`config.mk`:
```
export PLATFORM = sky130hd
export DESIGN_NAME = alib_bitstream_fifo_flat
export DESIGN_NICKNAME = d
export VERILOG_FILES = /design/src/rtl/alib_bitstream_fifo_if.sv /design/src/rtl/alib_bitstream_fifo.sv /design/src/flat_wrapper.sv
export SDC_FILE = /design/constraint.sdc
export NUM_CORES = 2
export LEC_CHECK = 0
export BUFFER_PORTS_ARGS = -buffer_cell sky130_fd_sc_hd__buf_2
export CAP_MARGIN = 0
export CORE_MARGIN = 4
export CORE_UTILIZATION = 40
export DETAILED_ROUTE_END_ITERATION = 10
export PLACE_DENSITY = 0.53
export SLEW_MARGIN = 15
export SYNTH_ARGS = -nofsm -noshare
export SYNTH_HDL_FRONTEND = slang
export SYNTH_SLANG_ARGS = --single-unit
```
`constraint.sdc`:
```
create_clock -name i_clk -period 7.05 [get_ports i_clk]
set_input_delay 1.7625 -clock i_clk [delete_from_list [all_inputs] [get_ports i_clk]]
set_output_delay 1.7625 -clock i_clk [all_outputs]
set_load 0.02 [all_outputs]
```
`src/rtl/alib_bitstream_fifo_if.sv`:
```
// Handshake bundle for alib_bitstream_fifo.
// master drives requests, slave is the FIFO.
interface alib_bitstream_fifo_if #(
    parameter int BUF_BITS     = 256,
    parameter int WIDTH_INPUT  = 16,
    parameter int WIDTH_OUTPUT = 8
);
    localparam int LW  = $clog2(BUF_BITS) + 1;
    localparam int WLW = $clog2(WIDTH_INPUT) + 1;
    localparam int RLW = $clog2(WIDTH_OUTPUT) + 1;

    logic                    i_flush;
    logic                    i_wr_valid;
    logic                    o_wr_ready;
    logic [WIDTH_INPUT-1:0]  i_wr_data;
    logic [WLW-1:0]          i_wr_len;
    logic                    i_rd_valid;
    logic                    o_rd_ready;
    logic [RLW-1:0]          i_rd_len;
    logic [WIDTH_OUTPUT-1:0] o_rd_data;
    logic                    o_rd_dvalid;
    logic [LW-1:0]           o_level;
    logic                    o_empty;
    logic                    o_full;

    modport master (
        output i_flush, i_wr_valid, i_wr_data, i_wr_len,
        output i_rd_valid, i_rd_len,
        input  o_wr_ready, o_rd_ready, o_rd_data, o_rd_dvalid,
        input  o_level, o_empty, o_full
    );

    modport slave (
        input  i_flush, i_wr_valid, i_wr_data, i_wr_len,
        input  i_rd_valid, i_rd_len,
        output o_wr_ready, o_rd_ready, o_rd_data, o_rd_dvalid,
        output o_level, o_empty, o_full
    );
endinterface

```
`src/rtl/alib_bitstream_fifo.sv`:
```
// Variable-length bit FIFO, MSB-first by default.
// Define ALIB_BITFIFO_LSB_FIRST_EN for LSB-first bit ordering.
module alib_bitstream_fifo #(
    parameter int BUF_BITS     = 256,
    parameter int WIDTH_INPUT  = 16,
    parameter int WIDTH_OUTPUT = 8
) (
    input logic             i_clk,
    input logic             i_rst,
    alib_bitstream_fifo_if.slave bus
);
    localparam int PW  = $clog2(BUF_BITS);
    localparam int LW  = PW + 1;
    localparam int WLW = $clog2(WIDTH_INPUT) + 1;
    localparam int RLW = $clog2(WIDTH_OUTPUT) + 1;

    logic [BUF_BITS-1:0]     buf_q, buf_d;
    logic [BUF_BITS-1:0]     wvec, wmask, wvec_rot, wmask_rot;
    logic [PW-1:0]           wr_ptr, rd_ptr;
    logic [LW-1:0]           level, level_d, wr_len_l, rd_len_l;
    logic [WLW-1:0]          wlen;
    logic [RLW-1:0]          rlen;
    logic [WIDTH_INPUT-1:0]  wbits;
    logic [WIDTH_OUTPUT-1:0] rbits, rdata, rd_data_q;
    logic                    wr_fire, rd_fire, dvalid_q;

    assign wlen = (bus.i_wr_len > WLW'(WIDTH_INPUT)) ?
                  WLW'(WIDTH_INPUT) : bus.i_wr_len;
    assign rlen = (bus.i_rd_len > RLW'(WIDTH_OUTPUT)) ?
                  RLW'(WIDTH_OUTPUT) : bus.i_rd_len;
    assign wr_len_l = LW'(wlen);
    assign rd_len_l = LW'(rlen);

    assign bus.o_wr_ready = !bus.i_flush &&
                            (level + wr_len_l <= LW'(BUF_BITS));
    assign bus.o_rd_ready = !bus.i_flush && (level >= rd_len_l);
    assign wr_fire = bus.i_wr_valid && bus.o_wr_ready;
    assign rd_fire = bus.i_rd_valid && bus.o_rd_ready;

    // wbits/rbits hold beats oldest-first at index 0
`ifdef ALIB_BITFIFO_LSB_FIRST_EN
    assign wbits = bus.i_wr_data;
    assign rdata = rbits;
`else
    logic [WIDTH_INPUT-1:0]  wshift;
    logic [WIDTH_OUTPUT-1:0] rrev;

    assign wshift = bus.i_wr_data << (WLW'(WIDTH_INPUT) - wlen);
    for (genvar k = 0; k < WIDTH_INPUT; k++) begin : g_wrev
        assign wbits[k] = wshift[WIDTH_INPUT-1-k];
    end
    for (genvar k = 0; k < WIDTH_OUTPUT; k++) begin : g_rrev
        assign rrev[k] = rbits[WIDTH_OUTPUT-1-k];
    end
    assign rdata = rrev >> (RLW'(WIDTH_OUTPUT) - rlen);
`endif

    // Rotations let a beat straddle the buffer end
    assign wvec  = BUF_BITS'(wbits);
    assign wmask = ~({BUF_BITS{1'b1}} << wlen);
    assign wvec_rot  = (wvec << wr_ptr) |
                       (wvec >> (LW'(BUF_BITS) - LW'(wr_ptr)));
    assign wmask_rot = (wmask << wr_ptr) |
                       (wmask >> (LW'(BUF_BITS) - LW'(wr_ptr)));
    assign buf_d = (buf_q & ~wmask_rot) | (wvec_rot & wmask_rot);

    assign rbits = WIDTH_OUTPUT'((buf_q >> rd_ptr) |
                   (buf_q << (LW'(BUF_BITS) - LW'(rd_ptr)))) &
                   ~({WIDTH_OUTPUT{1'b1}} << rlen);

    assign level_d = level + (wr_fire ? wr_len_l : '0)
                           - (rd_fire ? rd_len_l : '0);

    always_ff @(posedge i_clk or negedge i_rst) begin
        if (!i_rst) begin
            buf_q     <= '0;
            wr_ptr    <= '0;
            rd_ptr    <= '0;
            level     <= '0;
            rd_data_q <= '0;
            dvalid_q  <= 1'b0;
        end else if (bus.i_flush) begin
            wr_ptr   <= '0;
            rd_ptr   <= '0;
            level    <= '0;
            dvalid_q <= 1'b0;
        end else begin
            if (wr_fire) begin
                buf_q  <= buf_d;
                wr_ptr <= PW'(LW'(wr_ptr) + wr_len_l);
            end
            if (rd_fire) begin
                rd_ptr    <= PW'(LW'(rd_ptr) + rd_len_l);
                rd_data_q <= rdata;
            end
            dvalid_q <= rd_fire;
            level    <= level_d;
        end
    end

    assign bus.o_rd_data   = rd_data_q;
    assign bus.o_rd_dvalid = dvalid_q;
    assign bus.o_level     = level;
    assign bus.o_empty     = (level == '0);
    assign bus.o_full      = (level > LW'(BUF_BITS - WIDTH_INPUT));
endmodule

```
`src/flat_wrapper.sv`:
```
// flat-port wrapper written by rule: the top's interface ports become plain ports
module alib_bitstream_fifo_flat 
#(
    parameter int BUF_BITS     = 256,
    parameter int WIDTH_INPUT  = 16,
    parameter int WIDTH_OUTPUT = 8
)
  (i_clk, i_rst, bus_i_flush, bus_i_wr_valid, bus_i_wr_data, bus_i_wr_len, bus_i_rd_valid, bus_i_rd_len, bus_o_wr_ready, bus_o_rd_ready, bus_o_rd_data, bus_o_rd_dvalid, bus_o_level, bus_o_empty, bus_o_full);
  alib_bitstream_fifo_if #(.BUF_BITS(BUF_BITS), .WIDTH_INPUT(WIDTH_INPUT), .WIDTH_OUTPUT(WIDTH_OUTPUT)) bus_i ();
  input logic i_clk;
  input logic i_rst;
  input wire logic [$bits(bus_i.i_flush)-1:0] bus_i_flush;
  input wire logic [$bits(bus_i.i_wr_valid)-1:0] bus_i_wr_valid;
  input wire logic [$bits(bus_i.i_wr_data)-1:0] bus_i_wr_data;
  input wire logic [$bits(bus_i.i_wr_len)-1:0] bus_i_wr_len;
  input wire logic [$bits(bus_i.i_rd_valid)-1:0] bus_i_rd_valid;
  input wire logic [$bits(bus_i.i_rd_len)-1:0] bus_i_rd_len;
  output wire logic [$bits(bus_i.o_wr_ready)-1:0] bus_o_wr_ready;
  output wire logic [$bits(bus_i.o_rd_ready)-1:0] bus_o_rd_ready;
  output wire logic [$bits(bus_i.o_rd_data)-1:0] bus_o_rd_data;
  output wire logic [$bits(bus_i.o_rd_dvalid)-1:0] bus_o_rd_dvalid;
  output wire logic [$bits(bus_i.o_level)-1:0] bus_o_level;
  output wire logic [$bits(bus_i.o_empty)-1:0] bus_o_empty;
  output wire logic [$bits(bus_i.o_full)-1:0] bus_o_full;
  assign bus_i.i_flush = bus_i_flush;
  assign bus_i.i_wr_valid = bus_i_wr_valid;
  assign bus_i.i_wr_data = bus_i_wr_data;
  assign bus_i.i_wr_len = bus_i_wr_len;
  assign bus_i.i_rd_valid = bus_i_rd_valid;
  assign bus_i.i_rd_len = bus_i_rd_len;
  assign bus_o_wr_ready = bus_i.o_wr_ready;
  assign bus_o_rd_ready = bus_i.o_rd_ready;
  assign bus_o_rd_data = bus_i.o_rd_data;
  assign bus_o_rd_dvalid = bus_i.o_rd_dvalid;
  assign bus_o_level = bus_i.o_level;
  assign bus_o_empty = bus_i.o_empty;
  assign bus_o_full = bus_i.o_full;
  alib_bitstream_fifo #(.BUF_BITS(BUF_BITS), .WIDTH_INPUT(WIDTH_INPUT), .WIDTH_OUTPUT(WIDTH_OUTPUT)) u_core (.i_clk(i_clk), .i_rst(i_rst), .bus(bus_i));
endmodule
```
==> results.toml <==
[run_status]
status = "completed"

[logic_synthesis]
synth_nets = 3558
synth-edff-count = 0
synthArstFlopShare_pct = 100.0
synth_area_sq_um = 30890
synth.distinct_cells = 92
yosys_most_used_dff = "dfrtp_1"
syn_inst = 3477
synth.avg_cell_area_sq_um = 8.883
ys_warn_count = 0
seq_area_frac_synth_pct = 23.50
ys_ff_latch = 290

[critical_path]
crit_path_start_kind = "primary input"
cp-end-kind = "flip-flop"
critPathMostFrequentCell = "inv_1"
critical_path_buf_inv_count = 4
crit_type = "in2reg"
critPathRequiredTime_ps = 7540
crit_arrival_ps = 6700
cp_max_fo = 14
critPathTopFamily = "compound AO/OA/AOI/OAI gates"
path_cells = "buf_2, inv_1, nand2_1, inv_1, buf_4, ha_1, mux2i_1, mux4_1, and2_1, a2111oi_0, a211oi_1, a21oi_1, nand2b_1, o32a_1, o21ai_0"
max_stage_delay_ps = 820
cp_slowest_cell = "a2111oi_0"

[final_layout]
syn_to_final_growth_pct = 10.36
postLayoutCellArea_sq_um = 34090
final_core_util_pct = 44.73
nets = 3497
drive_gt1_share_pct = 22.16

[job]
drv_cap = 0

[cts]
clkLatencyLatePin_ps = 600
cts_setup_buffers = 0
clkSlewWorstSetupHoldPaths_ps = 60
cts_hold_buf = 0
htreeDepth = 2
clockRootBuffer = "clkbuf_16"
cts_tree = "built"
cts_resized = 0
cts_made_buffers = 39
clk_path_buf_depth = 3
cts_sinks = 290

[detailed_routing]
num_vias = 33910
vias_per_cell = 7.560
antenna_left = 0
wire_per_inst_um = 41.71
dr.first_iter.drc_count = 5572
drc = 0
wl_um = 187100
first_pass_iters = 10

[min_path]
min_path_type = "reg2reg"

[power_and_ir_drop]
p_leak_nw = 12.98
ir_drop_mv = 0.1760
power.density_nw_per_um2 = 302.2
p_total_mw = 10.30

[timing]
setup_violations = 0
relSlewSlack_pct = 10.28
period_share_pct = 88.07
fmax_mhz = 161.1
layout_setup_ws_ps = 840.9
clock_skew_ps = 22.43
tightest_slew_ps = 1332
fin_crit_ps = 6209
finalHoldViolations = 0
rsz0062_at_grt = "no"
drv_slew = 0
finalSetupTns_ps = 0

[die]
dieArea_sq_um = 81720
core_area_sq_um = 76200
die_x_um = 285.9
initial_core_util_pct = 40.53
core.rowCount = 101
dieHeight_um = 285.9
io_pins = 52

[grt]
antenna_found_initial = 10
track_usage_pct = 44.34
grt_pass1_vias = 31620
grt_pass1_wl_um = 257900
grt_start_max_net_pins = 164
grt_overflow_total = 0

[placement]
dp_hpwl_um = 141300
dpl-instance-area_sq_um = 32520
dp_slack_ps = 362.9
io_buffers = 51
place_congestion = 1.120
cell usage after synthesis (44+ instances only):
master | instances | share of area (%)
mux2_2 | 194 | 7.1
nand2_1 | 347 | 4.2
clkbuf_1 | 216 | 2.6
mux2i_1 | 199 | 6.4
nand3_1 | 79 | 1.3
a21oi_1 | 245 | 4.0
nor2_1 | 332 | 4.0
ha_1 | 44 | 1.8
buf_1 | 49 | 0.60
a22oi_1 | 44 | 1.1
mux4_2 | 222 | 16
o21ai_0 | 216 | 3.5
nor3_1 | 63 | 1.0
inv_1 | 49 | 0.60
dfrtp_1 | 290 | 23
o22ai_1 | 88 | 1.8
a31oi_1 | 48 | 0.97
stage by stage:
step / cells / hold WS, ps
after global routing: 4480 / 519.6
after floorplan: 3477 / 490.6
after global placement: 4405 / 460.2
final: 4486 / 467.1
after detailed placement: 4405 / 454.2
after CTS: 4477 / 474.5
final cells by class:
cell class | instances | area (sq um)
Antenna cell | 9 | 22.52
Clock buffer | 47 | 1056
Clock inverter | 25 | 484.2
Fill cell | 7518 | 42120
Inverter | 59 | 227.7
Multi-Input combinational cell | 2823 | 22260
Sequential cell | 290 | 7279
Tap cell | 1030 | 1289
Timing Repair Buffer | 203 | 1469
placed cells by master (no fill, tap or decap), types with 49 or more instances in the layout:
| cell type | instances |
|---|---|
| nor2_1 | 331 |
| buf_2 | 50 |
| mux2i_1 | 199 |
| nand3_1 | 79 |
| inv_1 | 49 |
| buf_4 | 147 |
| mux4_2 | 222 |
| o22ai_1 | 87 |
| nand2_1 | 347 |
| dfrtp_1 | 280 |
| o21ai_0 | 216 |
| a21oi_1 | 244 |
| nor3_1 | 62 |
| mux2_2 | 194 |
worst register-to-register path: stages, from the launching register on:
cell,delay (ps)
dfrtp_4,830
inv_1,640
ha_1,730
mux2i_1,290
mux2i_1,100
mux2_2,300
a211oi_1,810
nand3_1,130
o21ai_0,890
o21ai_0,250
o211ai_1,230
o311ai_0,160
worst paths after layout:
path	start	to	slack (ps)	cells after the start
setup / recovery	bus_i_wr_len[4]	flip-flop	840	15
min in group asynchronous	i_rst	u_core.bus.o_level[8]	1180	1
max in group asynchronous	i_rst	async pin	4430	2
hold reg to reg	u_core.bus.o_rd_data[4]	u_core.bus.o_rd_data[4]	470	2
hold / removal	u_core.bus.o_rd_data[4]	u_core.bus.o_rd_data[4]	470	2
setup reg to reg	u_core.rd_ptr[1]	u_core.bus.o_rd_data[1]	1540	11
logic make-up after synthesis:
| family | synth area share [%] |
|---|---|
| AOI/OAI and AO/OA | 24.14 |
| xor gates and xnor gates | 0.6806 |
| adders and majority gates | 2.301 |
| buffers and inverters | 4.659 |
| DFF | 23.50 |
| muxes | 29.94 |
| and+or+nand+nor | 14.78 |
per-layer routing:
layer	up-vias	part of all wire (%)	GRT usage, %	wire [um]
li1	13400	-	-	-
met1	17080	38	58.17	71460
met2	2812	40	61.64	74840
met3	609	15	18.90	27740
met4	15	6.8	23.13	12740
met5	-	0.18	2.857	337
power breakdown:
group | switching [mW] | internal [mW] | leakage (nW)
Clock | 0.896 | 1.52 | 0.729
Combinational | 3.81 | 1.79 | 8.29
Sequential | 0.440 | 1.85 | 3.96
(Power assumes the default switching activity.)
